## src/rtl/fetch_seq_pkg.sv

```systemverilog
// Shared constants for the MIPS fetch sequencer: FSM encoding, redirect sources, default reset vector.
package fetch_seq_pkg;

  localparam logic [1:0] BOOT  = 2'd0;
  localparam logic [1:0] RUN   = 2'd1;
  localparam logic [1:0] STALL = 2'd2;
  localparam logic [1:0] HALT  = 2'd3;

  localparam logic [1:0] SRC_NONE = 2'd0;
  localparam logic [1:0] SRC_BR   = 2'd1;
  localparam logic [1:0] SRC_JMP  = 2'd2;

  localparam logic [31:0] RESET_VEC_DEFAULT = 32'h0000_0000;

  function automatic logic [31:0] word_align(input logic [31:0] addr);
    return {addr[31:2], 2'b00};
  endfunction

endpackage

```

## src/rtl/fetch_sequencer_if.sv

```systemverilog
// Request/response bundle between the pipeline and the fetch sequencer.
// Carries the optional step input when FETCH_SEQ_STEP_EN is defined.
interface fetch_sequencer_if #(parameter int CNT_W = 16);
  logic              stall;
  logic              br_req;
  logic [31:0]       br_addr;
  logic              jmp_req;
  logic [31:0]       jmp_addr;
  logic              halt_req;
  logic              resume;
`ifdef FETCH_SEQ_STEP_EN
  logic              step;
`endif
  logic              PCsrc;
  logic [31:0]       brnchJmpAddr;
  logic              fetch_en;
  logic              flush;
  logic              misalign;
  logic [1:0]        state;
  logic [CNT_W-1:0]  redirect_cnt;

  modport master (
`ifdef FETCH_SEQ_STEP_EN
    output step,
`endif
    output stall, br_req, br_addr, jmp_req, jmp_addr, halt_req, resume,
    input  PCsrc, brnchJmpAddr, fetch_en, flush, misalign, state, redirect_cnt
  );

  modport slave (
`ifdef FETCH_SEQ_STEP_EN
    input  step,
`endif
    input  stall, br_req, br_addr, jmp_req, jmp_addr, halt_req, resume,
    output PCsrc, brnchJmpAddr, fetch_en, flush, misalign, state, redirect_cnt
  );
endinterface

```

## src/rtl/redirect_arb.sv

```systemverilog
// Combinational redirect select: new jump > pending entry > new branch,
// with word alignment of the chosen target and misalign detection.
module redirect_arb
  import fetch_seq_pkg::*;
(
  input  logic        jmp_req,
  input  logic [31:0] jmp_addr,
  input  logic        br_req,
  input  logic [31:0] br_addr,
  input  logic        pend_valid,
  input  logic        pend_jmp,
  input  logic [31:0] pend_addr,
  output logic [1:0]  sel_src,
  output logic [31:0] sel_addr,
  output logic        sel_misalign
);
  logic [31:0] raw_addr;

  always_comb begin
    sel_src  = SRC_NONE;
    raw_addr = 32'h0;
    if (jmp_req) begin
      sel_src  = SRC_JMP;
      raw_addr = jmp_addr;
    end else if (pend_valid) begin
      sel_src  = pend_jmp ? SRC_JMP : SRC_BR;
      raw_addr = pend_addr;
    end else if (br_req) begin
      sel_src  = SRC_BR;
      raw_addr = br_addr;
    end
  end

  assign sel_addr     = word_align(raw_addr);
  assign sel_misalign = |raw_addr[1:0];
endmodule

```

## src/rtl/fetch_sequencer.sv

```systemverilog
// Fetch-stage controller: boot vector load, branch/jump redirect arbitration, stall/halt hold.
// Optional single-step in HALT is enabled by defining FETCH_SEQ_STEP_EN.
module fetch_sequencer
  import fetch_seq_pkg::*;
#(
  parameter logic [31:0] RESET_VEC = RESET_VEC_DEFAULT,
  parameter int          CNT_W     = 16
)(
  input  logic               clk,
  input  logic               rst_n,
  fetch_sequencer_if.slave   bus
);
  logic [1:0]       state_reg, state_next;
  logic             booted_reg;
  logic             pcsrc_reg, pcsrc_next;
  logic [31:0]      addr_reg, addr_next;
  logic             fetch_en_reg, fetch_en_next;
  logic             flush_reg, flush_next;
  logic             misalign_reg, misalign_next;
  logic [CNT_W-1:0] cnt_reg, cnt_next;
  logic             pend_valid_reg, pend_valid_next;
  logic             pend_jmp_reg, pend_jmp_next;
  logic [31:0]      pend_addr_reg, pend_addr_next;
  logic [1:0]       sel_src;
  logic [31:0]      sel_addr;
  logic             sel_misalign;
  logic             apply;
  logic             step_fetch;
  logic             step_in;

`ifdef FETCH_SEQ_STEP_EN
  assign step_in = bus.step;
`else
  assign step_in = 1'b0;
`endif

  redirect_arb u_arb (
    .jmp_req      (bus.jmp_req),
    .jmp_addr     (bus.jmp_addr),
    .br_req       (bus.br_req),
    .br_addr      (bus.br_addr),
    .pend_valid   (pend_valid_reg),
    .pend_jmp     (pend_jmp_reg),
    .pend_addr    (pend_addr_reg),
    .sel_src      (sel_src),
    .sel_addr     (sel_addr),
    .sel_misalign (sel_misalign)
  );

  always_comb begin
    state_next      = state_reg;
    pcsrc_next      = 1'b0;
    addr_next       = addr_reg;
    flush_next      = 1'b0;
    misalign_next   = 1'b0;
    cnt_next        = cnt_reg;
    pend_valid_next = pend_valid_reg;
    pend_jmp_next   = pend_jmp_reg;
    pend_addr_next  = pend_addr_reg;
    apply           = 1'b0;
    step_fetch      = 1'b0;
    case (state_reg)
      BOOT: begin
        // Reset leaves us in BOOT; the first live cycle presents the vector, the next moves on.
        if (!booted_reg) begin
          pcsrc_next = 1'b1;
          addr_next  = RESET_VEC;
        end else begin
          state_next = RUN;
        end
      end
      RUN, STALL: begin
        if (bus.stall) begin
          state_next = STALL;
          // A pending jump is never displaced; a pending branch yields to any jump.
          if (bus.jmp_req && !(pend_valid_reg && pend_jmp_reg)) begin
            pend_valid_next = 1'b1;
            pend_jmp_next   = 1'b1;
            pend_addr_next  = bus.jmp_addr;
          end else if (bus.br_req && !pend_valid_reg) begin
            pend_valid_next = 1'b1;
            pend_jmp_next   = 1'b0;
            pend_addr_next  = bus.br_addr;
          end
        end else begin
          state_next      = RUN;
          pend_valid_next = 1'b0;
          if (sel_src != SRC_NONE) begin
            apply = 1'b1;
          end else if (bus.halt_req) begin
            state_next = HALT;
          end
        end
      end
      default: begin
        if (bus.resume && !bus.halt_req) begin
          state_next = RUN;
        end else begin
          step_fetch = step_in;
        end
      end
    endcase
    if (apply) begin
      pcsrc_next    = 1'b1;
      addr_next     = sel_addr;
      flush_next    = 1'b1;
      misalign_next = sel_misalign;
      if (cnt_reg != '1) begin
        cnt_next = cnt_reg + 1'b1;
      end
    end
    fetch_en_next = (state_reg == BOOT && !booted_reg) || (state_next == RUN) || step_fetch;
  end

  always_ff @(posedge clk) begin
    if (!rst_n) begin
      state_reg      <= BOOT;
      booted_reg     <= 1'b0;
      pcsrc_reg      <= 1'b0;
      addr_reg       <= 32'h0;
      fetch_en_reg   <= 1'b0;
      flush_reg      <= 1'b0;
      misalign_reg   <= 1'b0;
      cnt_reg        <= '0;
      pend_valid_reg <= 1'b0;
      pend_jmp_reg   <= 1'b0;
      pend_addr_reg  <= 32'h0;
    end else begin
      state_reg      <= state_next;
      booted_reg     <= 1'b1;
      pcsrc_reg      <= pcsrc_next;
      addr_reg       <= addr_next;
      fetch_en_reg   <= fetch_en_next;
      flush_reg      <= flush_next;
      misalign_reg   <= misalign_next;
      cnt_reg        <= cnt_next;
      pend_valid_reg <= pend_valid_next;
      pend_jmp_reg   <= pend_jmp_next;
      pend_addr_reg  <= pend_addr_next;
    end
  end

  assign bus.PCsrc        = pcsrc_reg;
  assign bus.brnchJmpAddr = addr_reg;
  assign bus.fetch_en     = fetch_en_reg;
  assign bus.flush        = flush_reg;
  assign bus.misalign     = misalign_reg;
  assign bus.state        = state_reg;
  assign bus.redirect_cnt = cnt_reg;
endmodule

```

## src/flat_wrapper.sv

```systemverilog
// flat-port wrapper written by rule: the top's interface ports become plain ports
module fetch_sequencer_flat import fetch_seq_pkg::*;
#(
  parameter logic [31:0] RESET_VEC = RESET_VEC_DEFAULT,
  parameter int          CNT_W     = 16
)
  (clk, rst_n, bus_stall, bus_br_req, bus_br_addr, bus_jmp_req, bus_jmp_addr, bus_halt_req, bus_resume, bus_PCsrc, bus_brnchJmpAddr, bus_fetch_en, bus_flush, bus_misalign, bus_state, bus_redirect_cnt);
  fetch_sequencer_if #(.CNT_W(CNT_W)) bus_i ();
  input  logic clk;
  input  logic rst_n;
  input wire logic [$bits(bus_i.stall)-1:0] bus_stall;
  input wire logic [$bits(bus_i.br_req)-1:0] bus_br_req;
  input wire logic [$bits(bus_i.br_addr)-1:0] bus_br_addr;
  input wire logic [$bits(bus_i.jmp_req)-1:0] bus_jmp_req;
  input wire logic [$bits(bus_i.jmp_addr)-1:0] bus_jmp_addr;
  input wire logic [$bits(bus_i.halt_req)-1:0] bus_halt_req;
  input wire logic [$bits(bus_i.resume)-1:0] bus_resume;
  output wire logic [$bits(bus_i.PCsrc)-1:0] bus_PCsrc;
  output wire logic [$bits(bus_i.brnchJmpAddr)-1:0] bus_brnchJmpAddr;
  output wire logic [$bits(bus_i.fetch_en)-1:0] bus_fetch_en;
  output wire logic [$bits(bus_i.flush)-1:0] bus_flush;
  output wire logic [$bits(bus_i.misalign)-1:0] bus_misalign;
  output wire logic [$bits(bus_i.state)-1:0] bus_state;
  output wire logic [$bits(bus_i.redirect_cnt)-1:0] bus_redirect_cnt;
  assign bus_i.stall = bus_stall;
  assign bus_i.br_req = bus_br_req;
  assign bus_i.br_addr = bus_br_addr;
  assign bus_i.jmp_req = bus_jmp_req;
  assign bus_i.jmp_addr = bus_jmp_addr;
  assign bus_i.halt_req = bus_halt_req;
  assign bus_i.resume = bus_resume;
  assign bus_PCsrc = bus_i.PCsrc;
  assign bus_brnchJmpAddr = bus_i.brnchJmpAddr;
  assign bus_fetch_en = bus_i.fetch_en;
  assign bus_flush = bus_i.flush;
  assign bus_misalign = bus_i.misalign;
  assign bus_state = bus_i.state;
  assign bus_redirect_cnt = bus_i.redirect_cnt;
  fetch_sequencer #(.RESET_VEC(RESET_VEC), .CNT_W(CNT_W)) u_core (.clk(clk), .rst_n(rst_n), .bus(bus_i));
endmodule
```

## config.mk

```make
export PLATFORM = sky130hd
export DESIGN_NAME = fetch_sequencer_flat
export DESIGN_NICKNAME = d
export VERILOG_FILES = /design/src/rtl/fetch_seq_pkg.sv /design/src/rtl/fetch_sequencer_if.sv /design/src/rtl/redirect_arb.sv /design/src/rtl/fetch_sequencer.sv /design/src/flat_wrapper.sv
export SDC_FILE = /design/constraint.sdc
export NUM_CORES = 1
export LEC_CHECK = 0
export ABC_CLOCK_PERIOD_IN_PS = 3000
export BUFFER_PORTS_ARGS = -buffer_cell sky130_fd_sc_hd__buf_2
export CORE_UTILIZATION = 57
export DETAILED_ROUTE_END_ITERATION = 16
export PLACE_DENSITY = 0.86
export SYNTH_ARGS = -nofsm -noshare
export SYNTH_HDL_FRONTEND = slang
export SYNTH_SLANG_ARGS = --single-unit
```

## constraint.sdc

```tcl
create_clock -name clk -period 3 [get_ports clk]
set_input_delay 0.6 -clock clk [delete_from_list [all_inputs] [get_ports clk]]
set_output_delay 0.6 -clock clk [all_outputs]
set_load 0.1 [all_outputs]
```

### After elaboration in Yosys (flattened, before gate mapping)

Cells that the tools add are included.

* bitwise logic cells: 0
* divide/modulo/power cells: 0
* $add $sub $neg: 1
* shifts and indexed selects: 0
* reduce and logical (&&, ||, !) cells: 21
* magnitude comparators: 0
* $mul: 0
* equality and inequality tests: 6
* muxes and demuxes: 31

Operators with widths (number)
* two-way mux 32 bit: 8
* adder 16 x 1 -> 16 bit, second input constant: 1
* two-way mux 2 bit: 8
* inequality test 16 bit, second input constant: 1
* two-way mux 1 bit: 14
* AND reduction 2 bit: 4
* nonzero test 2 bit: 3
* logical AND 1 bit: 5
* == test 2 x 1 -> 1 bit, second input constant: 2
* zero test 1 bit: 4
* one-hot mux 2 bit (2 select lines): 1
* OR reduction 2 bit: 2
* inequality test 3 x 1 -> 1 bit, second input constant: 1
* AND reduction 3 bit: 1
* == test 2 bit, second input constant: 1
* zero test 2 bit: 1
* inequality test 2 bit, second input constant: 1
* logical OR 1 bit: 1

* bits in read-only memories: 0
* register bits after elaboration: 87
* bits in writable memories: 0
* bits in latches: 0
* memories kept: 0
* word-level logic and storage cells: 70
* output and inout bits: 54
* input bits: 71

### Depth between registers and ports, before layout

* depth after elaboration: 9
* gate-level depth with buffers: 8
* gate-level depth less buffers: 6

### Modules after synthesis

Synthesis repeated with hierarchy kept, for this count alone.

* cells, all modules: 476
* area, all modules: 4301.6 µm²

Modules (own cells, without submodules)
* fetch_sequencer: area each 3568.4 µm², times used 1, cells an instance 358, seq. area each 1781.7 µm²
* redirect_arb: area each 733.2 µm², times used 1, cells an instance 118, seq. area each 0.0 µm²

### Worst setup path after synthesis

Ideal clock, no wire load.

* kind: reg-to-reg
* start: register u_core.state_reg[0] (netlist: u_core.bus.state[0])
* end: register u_core.cnt_reg[14] (netlist: u_core.bus.redirect_cnt[14])
* data required time: 2.930 ns
* clock period less this slack: 2.564 ns
* data arrival time: 2.494 ns
* setup time: 0.070 ns
* path buffers: 0
* stages on the path, launching flop included: 7
* path slack: 0.436 ns
* cells stage by stage: dfxtp_1 inv_1 ha_1 and2b_2 nand4_1 or4_1 a21oi_1

* word-level cells in the longest chain between the ends: 4
* elaborated cells on any way between the ends: 5
* those cells by class: eq/ne: 2; mux: 1; reduce/logical: 2

Ends and longest elaborated chain
* start, declared: RTL line fetch_sequencer.sv:13 `logic [1:0] state_reg, state_next;`
* start signal, assigned: RTL line fetch_sequencer.sv:129 `state_reg <= state_next;`
* == test 2 x 1 -> 1 bit / == test 2 bit (equally long branches): RTL line fetch_sequencer.sv:62 `case (state_reg)`
* OR reduction 2 bit *
* two-way mux 1 bit *: RTL line fetch_sequencer.sv:62
* AND reduction 2 bit (no line) *
* end signal, assigned: RTL line fetch_sequencer.sv:136 `cnt_reg <= cnt_next;`
* end, declared: RTL line fetch_sequencer.sv:20 `logic [CNT_W-1:0] cnt_reg, cnt_next;`

Every way passes the cells marked *; elsewhere a longest branch is shown, timed or not.
A chain may end at the register's enable or synchronous reset.

### Final worst setup path

* start: register u_core.state_reg[0] (netlist: u_core.bus.state[0])
* end: register u_core.cnt_reg[4] (netlist: u_core.bus.redirect_cnt[4])

Same word-level chain as after synthesis.

==> Flow_metrics.wiki <==
{| class="wikitable"
! Metric !! Value
|-
| Result of the run || finished clean
|-
| Leakage power || 2.35 nW
|-
| Final Critical Period || 2370 ps
|-
| Remaining antenna violation count after routing || 0
|-
| Critical Path, Cell by Cell || inv_1 > ha_1 > and2b_2 > nand2_4 > or4_1 > a21oi_1
|-
| M1 GR Usage || 34.9%
|-
| Kind of start point of the critical path || flip-flop
|-
| Worst Skew || 14.1 ps
|-
| CTS tree || built
|-
| Relative max-transition margin || 19.3%
|-
| Most area-hungry cell type in the Yosys netlist || sky130_fd_sc_hd__dfxtp_1
|-
| Buffer levels on the longest clock path || 2
|-
| Share of the core filled with cells in the final layout || 70.9%
|-
| Initial antenna violation count || 0
|-
| Flip-flop and latch count after synthesis || 87
|-
| Aggregate negative setup slack || 0 ps
|-
| Most common cell after layout, fill and taps aside || sky130_fd_sc_hd__buf_2
|-
| Worst path buffer plus inverter count || 1
|-
| Primary flip-flop cell chosen by synthesis mapping || sky130_fd_sc_hd__dfxtp_1
|-
| Fill cell total of the finished layout || 611
|-
| Library cells used by synthesis || 46
|-
| IO Count || 125
|-
| Total standard cell area after synthesis || 4470 um2
|-
| Number of core rows || 31
|-
| Data required, critical path || 3270 ps
|-
| Sequential fraction of the synthesis area || 38.9%
|-
| Worst R2R Setup Slack || 630 ps
|-
| Worst Hold Slack || 508 ps
|-
| Max-cap violations || 0
|-
| Overall die height || 90.6 um
|-
| Met2 global-route usage || 52.0%
|-
| Critical path's top delay family || simple AND/OR/NAND/NOR gates
|-
| Footprint of the flip-flops and latches || 1740 um2
|-
| Internal power component || 2.02 mW
|-
| Data arrival time of the critical path || 2640 ps
|-
| Multi-input gate area in the final layout || 2450 um2
|-
| Relative contribution of combinational cells to total power || 32.1%
|-
| Transition time of the tightest slew-check pin || 1210 ps
|-
| Synth top area cells || sky130_fd_sc_hd__dfxtp_1 (39%), sky130_fd_sc_hd__mux2i_1 (7.4%), sky130_fd_sc_hd__a221oi_1 (5.9%)
|-
| Crit share post-route || 79.0%
|-
| Number of global-route vias before repair || 4193
|-
| Warnings, synthesis || 0
|-
| Die X || 90.6 um
|-
| Clock power frac || 26.9%
|-
| Number of clock buffers inserted by TritonCTS || 9
|-
| Setup crit end kind || flip-flop
|-
| Gate Count Post-Synth || 498
|-
| P&R area growth vs syn || 17.5%
|-
| Post-Route WL || 12.2 mm
|-
| Routed via count divided by cell count || 6.21
|-
| Max reg flops || 32
|-
| Timing-limited maximum frequency || 422 MHz
|-
| Input/output buffers || 122
|-
| Detailed-routing iteration count for the pre-antenna-repair pass || 4
|-
| Antenna Cells || 0
|-
| Fraction of layout cells with a size suffix above 1 || 26.2%
|-
| Startpoint-to-endpoint class of the critical path || reg -> reg
|-
| Via Count || 4337
|-
| CTS clk-pin slew, worst paths || 90 ps
|-
| Depth of the CTS H-tree || 3
|-
| Cts repair resizes || 0
|-
| DRC violation count after routing || 0
|-
| Share of synthesized flip-flops with an asynchronous set or reset || 0%
|-
| RD Place Congestion || 0.829
|-
| Highest-count cells in the layout ignoring fill and taps || sky130_fd_sc_hd__buf_2 (122), sky130_fd_sc_hd__dfxtp_1 (87), sky130_fd_sc_hd__nor2_1 (37)
|-
| Met3 GRT Util || 4.80%
|-
| Slowest stage delay, CP || 650 ps
|-
| Setup repair after global routing missed its margin || no
|-
| CTS root buffer || sky130_fd_sc_hd__clkbuf_8
|-
| Setup slack of the critical path after layout || 631 ps
|-
| Initial standard-cell utilization of the core || 60.4%
|-
| HPWL Detailed || 7.90 mm
|-
| Wirelength per Cell || 17.4 um
|-
| Switching power summed over all nets || 1.28 mW
|-
| Net total in the final layout || 668
|-
| Number of enable-type register cells in the synthesized netlist || 0
|-
| Clock insertion delay at the later pin of the skew report || 360 ps
|-
| Final count of hold timing violations || 0
|-
| Largest fanout on the critical path || 75
|-
| Slowest cell on the critical path || sky130_fd_sc_hd__or4_1
|-
| Share of Yosys cell area claimed by the top area cell type || 38.9%
|-
| Floorplan Core Area || 7410 um2
|-
| Share of total power in sequential cells || 41.0%
|-
| Number of setup buffers added after CTS || 0
|-
| Largest net degree at the start of global routing || 76
|-
| Total track usage || 29.3%
|-
| Overflow after GRT || 0
|-
| Overall Power || 3.29 mW
|-
| Net switching share of the total power || 38.8%
|-
| Clock Sinks || 87
|-
| Count of routing violations after the opening detailed-route iteration || 267
|-
| VDD IR max || 0.349 mV
|-
| Setup Slack @ Placement || 712 ps
|-
| Worst min-delay path class || reg -> reg
|-
| Total count of max-transition violations in the final report || 0
|-
| Number of setup violations in the final report || 0
|-
| Post-cts hold buffer count || 0
|-
| Average footprint of a synthesized cell || 8.98 um2
|-
| Global-route layer with the greatest usage || met2
|-
| Die Footprint || 8210 um2
|-
| Global-route wire length before repair || 19.6 mm
|-
| Pwr Density || 627 nW/um2
|}
-- per-stage QoR --
step	instances	area, um2
final	698	5250
after global routing	698	5250
after detailed placement	682	5040
after CTS	698	5250
after floorplan	499	4480
after global placement	682	5040
-- final timing paths --
check | from | end | depth (start not counted)
hold reg to reg | u_core.pend_addr_reg[7]$_SDFFE_PN0P_ | u_core.pend_addr_reg[7]$_SDFFE_PN0P_ | 2
setup / recovery | u_core.bus.state[0]$_SDFF_PN0_ | u_core.bus.redirect_cnt[4]$_SDFFE_PN0P_ | 6
hold / removal | u_core.pend_addr_reg[7]$_SDFFE_PN0P_ | u_core.pend_addr_reg[7]$_SDFFE_PN0P_ | 2
setup reg to reg | u_core.bus.state[0]$_SDFF_PN0_ | u_core.bus.redirect_cnt[4]$_SDFFE_PN0P_ | 6
-- cells by family (layout without fill, tap and decap cells) --
logic type	count (synthesis)	after routing	share of synthesized area [%]
AOI/OAI and AO/OA	133	133	22.3
adders and majority gates	3	3	0.839
buffers and inverters	54	154	6.69
DFF	87	87	38.9
muxes	33	33	7.38
other	1	2	0.0838
and+or+nand+nor	187	187	23.8
-- worst reg2reg max path: cells and delay by family, from the launching register on --
kind	cells	cell delay (ps)
flip-flops	1	400
AND/OR/NAND/NOR	3	1280
adder cells (fa/ha/maj)	1	360
buffers and inverters	1	80
AO/OA/AOI/OAI	1	170
-- Yosys cell counts, drive strengths merged, types with 2 or more instances --
| library cell | number |
|---|---|
| a211oi | 32 |
| a21oi | 14 |
| a221oi | 30 |
| and3 | 32 |
| and4 | 4 |
| buf | 22 |
| clkbuf | 26 |
| dfxtp | 87 |
| ha | 3 |
| inv | 6 |
| mux2i | 33 |
| nand2 | 10 |
| nand2b | 6 |
| nand3 | 9 |
| nand4 | 5 |
| nor2 | 37 |
| nor2b | 31 |
| nor3 | 36 |
| nor4 | 2 |
| o211a | 2 |
| o21a | 30 |
| o21ai | 7 |
| o31ai | 7 |
| o41ai | 2 |
| or3 | 3 |
| or4 | 7 |
-- routing by layer --
layer	part of all wire, %	wire length (um)	vias up
met3	6.4	774	28
li1	-	-	2056
met5	0	0	-
met1	42	5080	2084
met2	50	6080	169
met4	2.0	240	0
-- layout make-up --
type                    count  share of cell area, %
flip-flops and latches     87                   33.2
clock buffers              12                   3.14
repair buffers            132                   13.3
inverters                   6                  0.429
well taps                  99                   2.36
multi-input cells         358                   46.6
clock inverters             4                   1.00
-- power groups by stage --
stage | clock network, mW | logic, mW | registers, mW
finish | 0.886 | 1.06 | 1.35
floorplan | 0 | 0.511 | 1.71
detailed placement | 0 | 1.05 | 1.37
global route | 0.937 | 1.12 | 1.36
global placement | 0 | 1.02 | 1.37
CTS | 0.884 | 1.05 | 1.35
Note: power is estimated with default switching activity, not from simulation.
